`src/rtl/ex_muldiv_unit.sv`:
```
// ex_muldiv_unit: iterative RV32M multiply/divide unit placed beside the EX ALU.
//   Multiply: shift-add, MUL_UNROLL multiplier bits retired per CALC cycle.
//   Divide:   restoring, one quotient bit per CALC cycle.
//   Divide-by-zero and signed overflow finish from IDLE in one cycle.
// Optional build macro EXEC_MULDIV_EARLY_OUT_EN: also finishes from IDLE in one
//   cycle when a multiply operand is zero or |rs1| < |rs2| on div/rem.
// Ports:
//   clk, rst          clock, asynchronous active-high reset
//   req_valid_ex      M-op present in EX (held while busy_ex)
//   funct3_ex         RV32M funct3
//   rs1/rs2_data_ex   operands
//   rd_adr_ex         destination register
//   flush_ex          cancel the op in flight
//   busy_ex           stall request to EX/ID/IF
//   done_ma           one-cycle result strobe
//   rd_adr_ma/rd_data_ma  result, valid while done_ma=1
//
// state | meaning
// IDLE  | waiting for a request; special cases resolved here
// CALC  | iterating multiply or divide steps
// FIX   | sign correction and result select
// DONE  | result strobe to MA
module ex_muldiv_unit #(
  parameter int XLEN       = 32,
  parameter int MUL_UNROLL = 1
) (
  input  logic            clk,
  input  logic            rst,
  input  logic            req_valid_ex,
  input  logic [2:0]      funct3_ex,
  input  logic [XLEN-1:0] rs1_data_ex,
  input  logic [XLEN-1:0] rs2_data_ex,
  input  logic [4:0]      rd_adr_ex,
  input  logic            flush_ex,
  output logic            busy_ex,
  output logic            done_ma,
  output logic [4:0]      rd_adr_ma,
  output logic [XLEN-1:0] rd_data_ma
);
  localparam int CW = $clog2(XLEN);

  typedef enum logic [1:0] {IDLE, CALC, FIX, DONE} state_t;

  state_t            state_q, state_d;
  logic [2:0]        op_q, op_d;
  logic [4:0]        rd_q, rd_d;
  logic              neg1_q, neg1_d, neg2_q, neg2_d;
  logic [XLEN-1:0]   a_q, a_d, b_q, b_d;
  logic [2*XLEN-1:0] acc_q, acc_d;
  logic [CW-1:0]     cnt_q, cnt_d;
  logic [4:0]        rd_adr_q, rd_adr_d;
  logic [XLEN-1:0]   rd_data_q, rd_data_d;

  logic              is_div_in, sgn1_in, sgn2_in, neg1_in, neg2_in;
  logic [XLEN-1:0]   mag1_in, mag2_in, min_val;
  logic              spec_hit;
  logic [XLEN-1:0]   spec_res;
  logic [2*XLEN-1:0] mul_step, div_step, prod;
  logic [XLEN:0]     sum, sh, diff;
  logic [XLEN-1:0]   quo, rem, fix_res;

  assign is_div_in = funct3_ex[2];
  assign sgn1_in   = (funct3_ex == 3'b001) || (funct3_ex == 3'b010) ||
                     (funct3_ex == 3'b100) || (funct3_ex == 3'b110);
  assign sgn2_in   = (funct3_ex == 3'b001) || (funct3_ex == 3'b100) ||
                     (funct3_ex == 3'b110);
  assign neg1_in   = sgn1_in & rs1_data_ex[XLEN-1];
  assign neg2_in   = sgn2_in & rs2_data_ex[XLEN-1];
  assign mag1_in   = neg1_in ? -rs1_data_ex : rs1_data_ex;
  assign mag2_in   = neg2_in ? -rs2_data_ex : rs2_data_ex;
  assign min_val   = {1'b1, {(XLEN-1){1'b0}}};

  // Cases whose result is known at accept time.
  always_comb begin
    spec_hit = 1'b0;
    spec_res = '0;
    if (is_div_in && (rs2_data_ex == '0)) begin
      spec_hit = 1'b1;
      spec_res = funct3_ex[1] ? rs1_data_ex : '1;
    end else if (is_div_in && !funct3_ex[0] && (rs1_data_ex == min_val) &&
                 (rs2_data_ex == '1)) begin
      spec_hit = 1'b1;
      spec_res = funct3_ex[1] ? '0 : min_val;
`ifdef EXEC_MULDIV_EARLY_OUT_EN
    end else if (!is_div_in && ((rs1_data_ex == '0) || (rs2_data_ex == '0))) begin
      spec_hit = 1'b1;
      spec_res = '0;
    end else if (is_div_in && (mag1_in < mag2_in)) begin
      spec_hit = 1'b1;
      spec_res = funct3_ex[1] ? rs1_data_ex : '0;
`endif
    end
  end

  // Multiply: acc = {partial high, multiplier}; add multiplicand on lsb, shift right.
  always_comb begin
    sum      = '0;
    mul_step = acc_q;
    for (int k = 0; k < MUL_UNROLL; k++) begin
      sum      = {1'b0, mul_step[2*XLEN-1:XLEN]} + (mul_step[0] ? {1'b0, a_q} : '0);
      mul_step = {sum, mul_step[XLEN-1:1]};
    end
  end

  // Divide: acc = {remainder, dividend/quotient}; subtract sign decides restore.
  always_comb begin
    sh       = {acc_q[2*XLEN-1:XLEN], acc_q[XLEN-1]};
    diff     = sh - {1'b0, b_q};
    div_step = {(diff[XLEN] ? sh[XLEN-1:0] : diff[XLEN-1:0]),
                acc_q[XLEN-2:0], ~diff[XLEN]};
  end

  always_comb begin
    prod = (neg1_q ^ neg2_q) ? -acc_q : acc_q;
    quo  = (neg1_q ^ neg2_q) ? -acc_q[XLEN-1:0] : acc_q[XLEN-1:0];
    rem  = neg1_q ? -acc_q[2*XLEN-1:XLEN] : acc_q[2*XLEN-1:XLEN];
    if (op_q[2])              fix_res = op_q[1] ? rem : quo;
    else if (op_q[1:0] == 2'b00) fix_res = prod[XLEN-1:0];
    else                      fix_res = prod[2*XLEN-1:XLEN];
  end

  always_comb begin
    state_d   = state_q;
    op_d      = op_q;
    rd_d      = rd_q;
    neg1_d    = neg1_q;
    neg2_d    = neg2_q;
    a_d       = a_q;
    b_d       = b_q;
    acc_d     = acc_q;
    cnt_d     = cnt_q;
    rd_adr_d  = rd_adr_q;
    rd_data_d = rd_data_q;
    case (state_q)
      IDLE: begin
        if (req_valid_ex && !flush_ex) begin
          op_d   = funct3_ex;
          rd_d   = rd_adr_ex;
          neg1_d = neg1_in;
          neg2_d = neg2_in;
          a_d    = mag1_in;
          b_d    = mag2_in;
          if (spec_hit) begin
            rd_data_d = spec_res;
            rd_adr_d  = rd_adr_ex;
            state_d   = DONE;
          end else begin
            acc_d   = {{XLEN{1'b0}}, (is_div_in ? mag1_in : mag2_in)};
            cnt_d   = is_div_in ? CW'(XLEN-1) : CW'(XLEN/MUL_UNROLL-1);
            state_d = CALC;
          end
        end
      end
      CALC: begin
        acc_d = op_q[2] ? div_step : mul_step;
        if (cnt_q == '0) state_d = FIX;
        else             cnt_d   = cnt_q - 1'b1;
      end
      FIX: begin
        rd_data_d = fix_res;
        rd_adr_d  = rd_q;
        state_d   = DONE;
      end
      DONE:    state_d = IDLE;
      default: state_d = IDLE;
    endcase
    if (flush_ex) begin
      state_d   = IDLE;
      rd_adr_d  = rd_adr_q;
      rd_data_d = rd_data_q;
    end
  end

  always_ff @(posedge clk or posedge rst) begin
    if (rst) begin
      state_q   <= IDLE;
      op_q      <= '0;
      rd_q      <= '0;
      neg1_q    <= 1'b0;
      neg2_q    <= 1'b0;
      a_q       <= '0;
      b_q       <= '0;
      acc_q     <= '0;
      cnt_q     <= '0;
      rd_adr_q  <= '0;
      rd_data_q <= '0;
    end else begin
      state_q   <= state_d;
      op_q      <= op_d;
      rd_q      <= rd_d;
      neg1_q    <= neg1_d;
      neg2_q    <= neg2_d;
      a_q       <= a_d;
      b_q       <= b_d;
      acc_q     <= acc_d;
      cnt_q     <= cnt_d;
      rd_adr_q  <= rd_adr_d;
      rd_data_q <= rd_data_d;
    end
  end

  assign done_ma    = (state_q == DONE) && !flush_ex;
  assign busy_ex    = req_valid_ex && !done_ma;
  assign rd_adr_ma  = rd_adr_q;
  assign rd_data_ma = rd_data_q;
endmodule

```
`config.mk`:
```
export PLATFORM = sky130hd
export DESIGN_NAME = ex_muldiv_unit
export DESIGN_NICKNAME = d
export VERILOG_FILES = /design/src/rtl/ex_muldiv_unit.sv
export SDC_FILE = /design/constraint.sdc
export NUM_CORES = 1
export LEC_CHECK = 0
export CORE_MARGIN = 10
export CORE_UTILIZATION = 58
export DETAILED_ROUTE_END_ITERATION = 8
export PLACE_DENSITY = 0.76
export SYNTH_ARGS = -nofsm -noshare
export SYNTH_HDL_FRONTEND = slang
export SYNTH_SLANG_ARGS = --single-unit
```
`constraint.sdc`:
```
create_clock -name clk -period 14.65 [get_ports clk]
set_input_delay 2.1975 -clock clk [delete_from_list [all_inputs] [get_ports clk]]
set_output_delay 2.1975 -clock clk [all_outputs]
set_load 0.01 [all_outputs]
```
==> impl_metrics.env <==
export IMPL_fillers=2475
export IMPL_ys_flop_type="dfrtp_1"
export IMPL_outcome="finished clean"
export IMPL_p_leak_nw=7.75
export IMPL_rsz0062_at_grt="false"
export IMPL_dpl_hpwl_mm=45.4
export IMPL_cts_hold_buf=0
export IMPL_cts_setup_buffers=0
export IMPL_power_total_mw=3.95
export IMPL_worstPathRequired_ns=14.96
export IMPL_wl_met3_mm=5.47
export IMPL_setup_tns_ns=0
export IMPL_numCtsBuffers=17
export IMPL_dieArea_mm2=0.0355
export IMPL_clock_power_share=0.127
export IMPL_post_synth_cell_area_avg_um2=7.78
export IMPL_cts_resized_gates=0
export IMPL_crit_type="in -> reg"
export IMPL_netlist_area_leader_share=0.277
export IMPL_wl_per_cell_um=23.7
export IMPL_drt_vias_per_instance=6.58
export IMPL_io_buffer_count=114
export IMPL_drv_slew=0
export IMPL_grt_max_degree=103
export IMPL_yosysSeqAreaShare=0.277
export IMPL_drt_met1_wl_mm=25.0
export IMPL_cp_end_kind="flip-flop"
export IMPL_cts_tree="yes"
export IMPL_grt_overflow_total=0
export IMPL_synth_seq_cells=182
export IMPL_grt_pass1_vias=15400
export IMPL_vias=16500
export IMPL_initial_core_util=0.590
export IMPL_htreeDepth=4
export IMPL_gp_congestion=1.03
export IMPL_clk_pin_slew_worst_paths_ns=0.08
export IMPL_ys_top_cells_by_area="dfrtp_1 28%, o21ai_0 7.5%, xor2_1 5.9%"
export IMPL_arrival_ns=6.60
export IMPL_r2r_slack_ns=9.85
export IMPL_layout_area_overhead_vs_synth_pct=11.5
export IMPL_finalClockSkew_ns=0.0181
export IMPL_synth_edff_count=0
export IMPL_setup_viol=0
export IMPL_nets=2276
export IMPL_switching_share=0.509
export IMPL_period_needed_ns=6.29
export IMPL_syn_cell_area_mm2=0.0164
export IMPL_coreArea_mm2=0.0279
export IMPL_drt_iter0_markers=1918
export IMPL_clock_latency_ns=0.47
export IMPL_routed_wl_mm=59.6
export IMPL_synth_area_leader_cell="dfrtp_1"
export IMPL_synthCells=2112
export IMPL_worstPathMaxFanout=75
export IMPL_drive_gt1_frac=0.0459
export IMPL_switchingPower_mw=2.01
export IMPL_top_layer="met5"
export IMPL_pin_count=115
export IMPL_wl_met2_mm=26.4
export IMPL_holdWs_ns=0.481
export IMPL_power_density_mw_per_mm2=216
export IMPL_hold_viol_final=0
export IMPL_drc=0
export IMPL_antenna_cells=0
export IMPL_max_slew_margin=0.199
export IMPL_asyncSetResetFlopFracSynth=1.00
export IMPL_fp_dieW_um=188
export IMPL_cts_num_sinks=182
export IMPL_dpl_instance_area_mm2=0.0177
export IMPL_clockRootBuffer="clkbuf_16"
export IMPL_ir_worst_vdd_mv=0.156
export IMPL_track_usage=0.327
export IMPL_fin_crit_sh=0.429
export IMPL_drt_pass1_iterations=7
export IMPL_synth_cell_types=76
export IMPL_clock_path_buffers=2
export IMPL_antenna_left=0
export IMPL_holdCritPathClass="reg -> reg"
export IMPL_die_h_um=188
export IMPL_stdcell_area_mm2=0.0183
export IMPL_drv_cap=0
export IMPL_max_freq_mhz=159
export IMPL_num_rows=61
export IMPL_p_seq_frac=0.254
export IMPL_comb_power_share=0.618
export IMPL_grt_first_pass_wirelength_mm=90.8
export IMPL_cp_start_kind="input port"
export IMPL_tightestPinTransition_ns=1.19
export IMPL_power_internal_mw=1.94
export IMPL_syn_nets=2265
export IMPL_yosysWarnings=0
export IMPL_antenna_found_initial=1
## stage by stage
step / util / setup WS [ns] / std cells
floorplan: - / 7.51 / 2112
global placement: 0.635 / 8.17 / 2482
detailed placement: 0.635 / 8.10 / 2482
CTS: 0.657 / 8.59 / 2514
global route: 0.657 / 8.22 / 2514
finish: 0.657 / 8.36 / 2514
## sequential cells by signal (all words and copies together), names as in the netlist
| name | cells |
|---|---|
| neg1_q | 1 |
| neg2_q | 1 |
| op_q | 3 |
| rd_data_ma | 32 |
| rd_q | 5 |
| acc_q | 64 |
| rd_adr_ma | 5 |
| a_q | 32 |
| cnt_q | 5 |
| b_q | 32 |
| state_q | 2 |
## per-layer routing
metal	GRT usage	vias up
li1	-	7607
met5	0	-
met3	0.0726	145
met4	0.141	2
met2	0.506	827
met1	0.432	7956
## final timing paths
path	start	endpoint	depth (start not counted)
setup reg to reg	acc_q[31]	acc_q[33]	14
hold / removal	b_q[8]	b_q[8]	2
min in group asynchronous	rst	rd_data_ma[4]	2
hold reg to reg	b_q[8]	b_q[8]	2
max in group asynchronous	rst	op_q[2]	3
setup / recovery	rs1_data_ex[7]	rd_data_ma[31]	11
## logic make-up (layout without fill, tap and decap cells)
group,after synthesis,after routing,share of synthesized area
flops,182,182,0.277
xor+xnor,199,199,0.106
simple gates,673,673,0.192
compound gates,665,665,0.250
buf+inv,212,236,0.0509
fa+ha+maj,77,77,0.0596
mux,104,104,0.0647
## worst max-delay path, stage by stage
cell	delay [ns]
clkdlybuf4s50_1	0.48
nor4_1	1.02
or3b_2	0.52
or4_1	0.58
o32ai_4	0.29
nand3_1	0.21
a21oi_4	0.17
buf_4	0.56
o211ai_1	0.17
a221oi_1	0.27
a211oi_1	0.08
## power groups by stage
stage	registers [mW]	clock network, mW	logic, mW
global placement	0.997	0	2.33
CTS	0.996	0.503	2.38
global route	1.03	0.524	2.65
detailed placement	1.01	0	2.37
finish	1.01	0.504	2.44
floorplan	0.856	0	1.78
## cell usage after synthesis (4+ instances only)
cell type    n
o21ai_0    245
nand2_1    233
nor2_1     185
dfrtp_1    182
a21oi_1    149
clkbuf_1   118
xor2_1     111
xnor2_1     88
mux2i_1     87
ha_1        75
inv_1       67
and2_1      39
a31oi_1     36
nand3_1     32
nor3_1      32
a21o_1      30
o31ai_1     30
nor4_1      26
o211ai_1    25
a211oi_1    22
a22oi_1     20
or3_1       19
nand2b_1    18
nand4_1     18
mux2_2      17
or4_1       17
nor2b_1     16
buf_2       12
and3_1      11
o21a_1      11
a41oi_1      9
o41ai_1      9
buf_1        8
o2111ai_1    8
a211o_1      7
a221o_1      6
o221ai_1     6
o22ai_1      6
buf_4        5
o21bai_1     5
or2_2        5
a21boi_0     4
nand3b_1     4
nor4b_1      4
## cells in the final DEF (no fill, tap or decap), drive strengths merged, types with 7 or more instances in the layout
cell type / count
clkbuf: 18
nor4: 27
a21o: 30
and2: 39
ha: 75
nand3: 32
nand4: 18
inv: 77
xnor2: 88
and3: 11
o21ai: 247
clkdlybuf4s50: 113
mux2i: 87
a31oi: 36
nor3: 32
or4: 18
a41oi: 9
dfrtp: 182
o2111ai: 8
nor2b: 16
a21oi: 150
a22oi: 20
o211ai: 25
xor2: 111
a211o: 7
or3: 19
mux2: 17
o21a: 11
o31ai: 30
buf: 23
nand2b: 18
nand2: 233
a211oi: 22
nor2: 187
o41ai: 9
## area by class of cell
| class | count | area (um2) | area share |
|---|---|---|---|
| clock inverter | 14 | 178 | 0.00970 |
| multi-input combinational | 1718 | 11100 | 0.606 |
| timing repair buffer | 136 | 1300 | 0.0711 |
| sequential | 182 | 4560 | 0.249 |
| clock buffer | 18 | 439 | 0.0240 |
| tap | 378 | 473 | 0.0258 |
| inverter | 68 | 263 | 0.0143 |
Note: power is estimated with default switching activity, not from simulation.
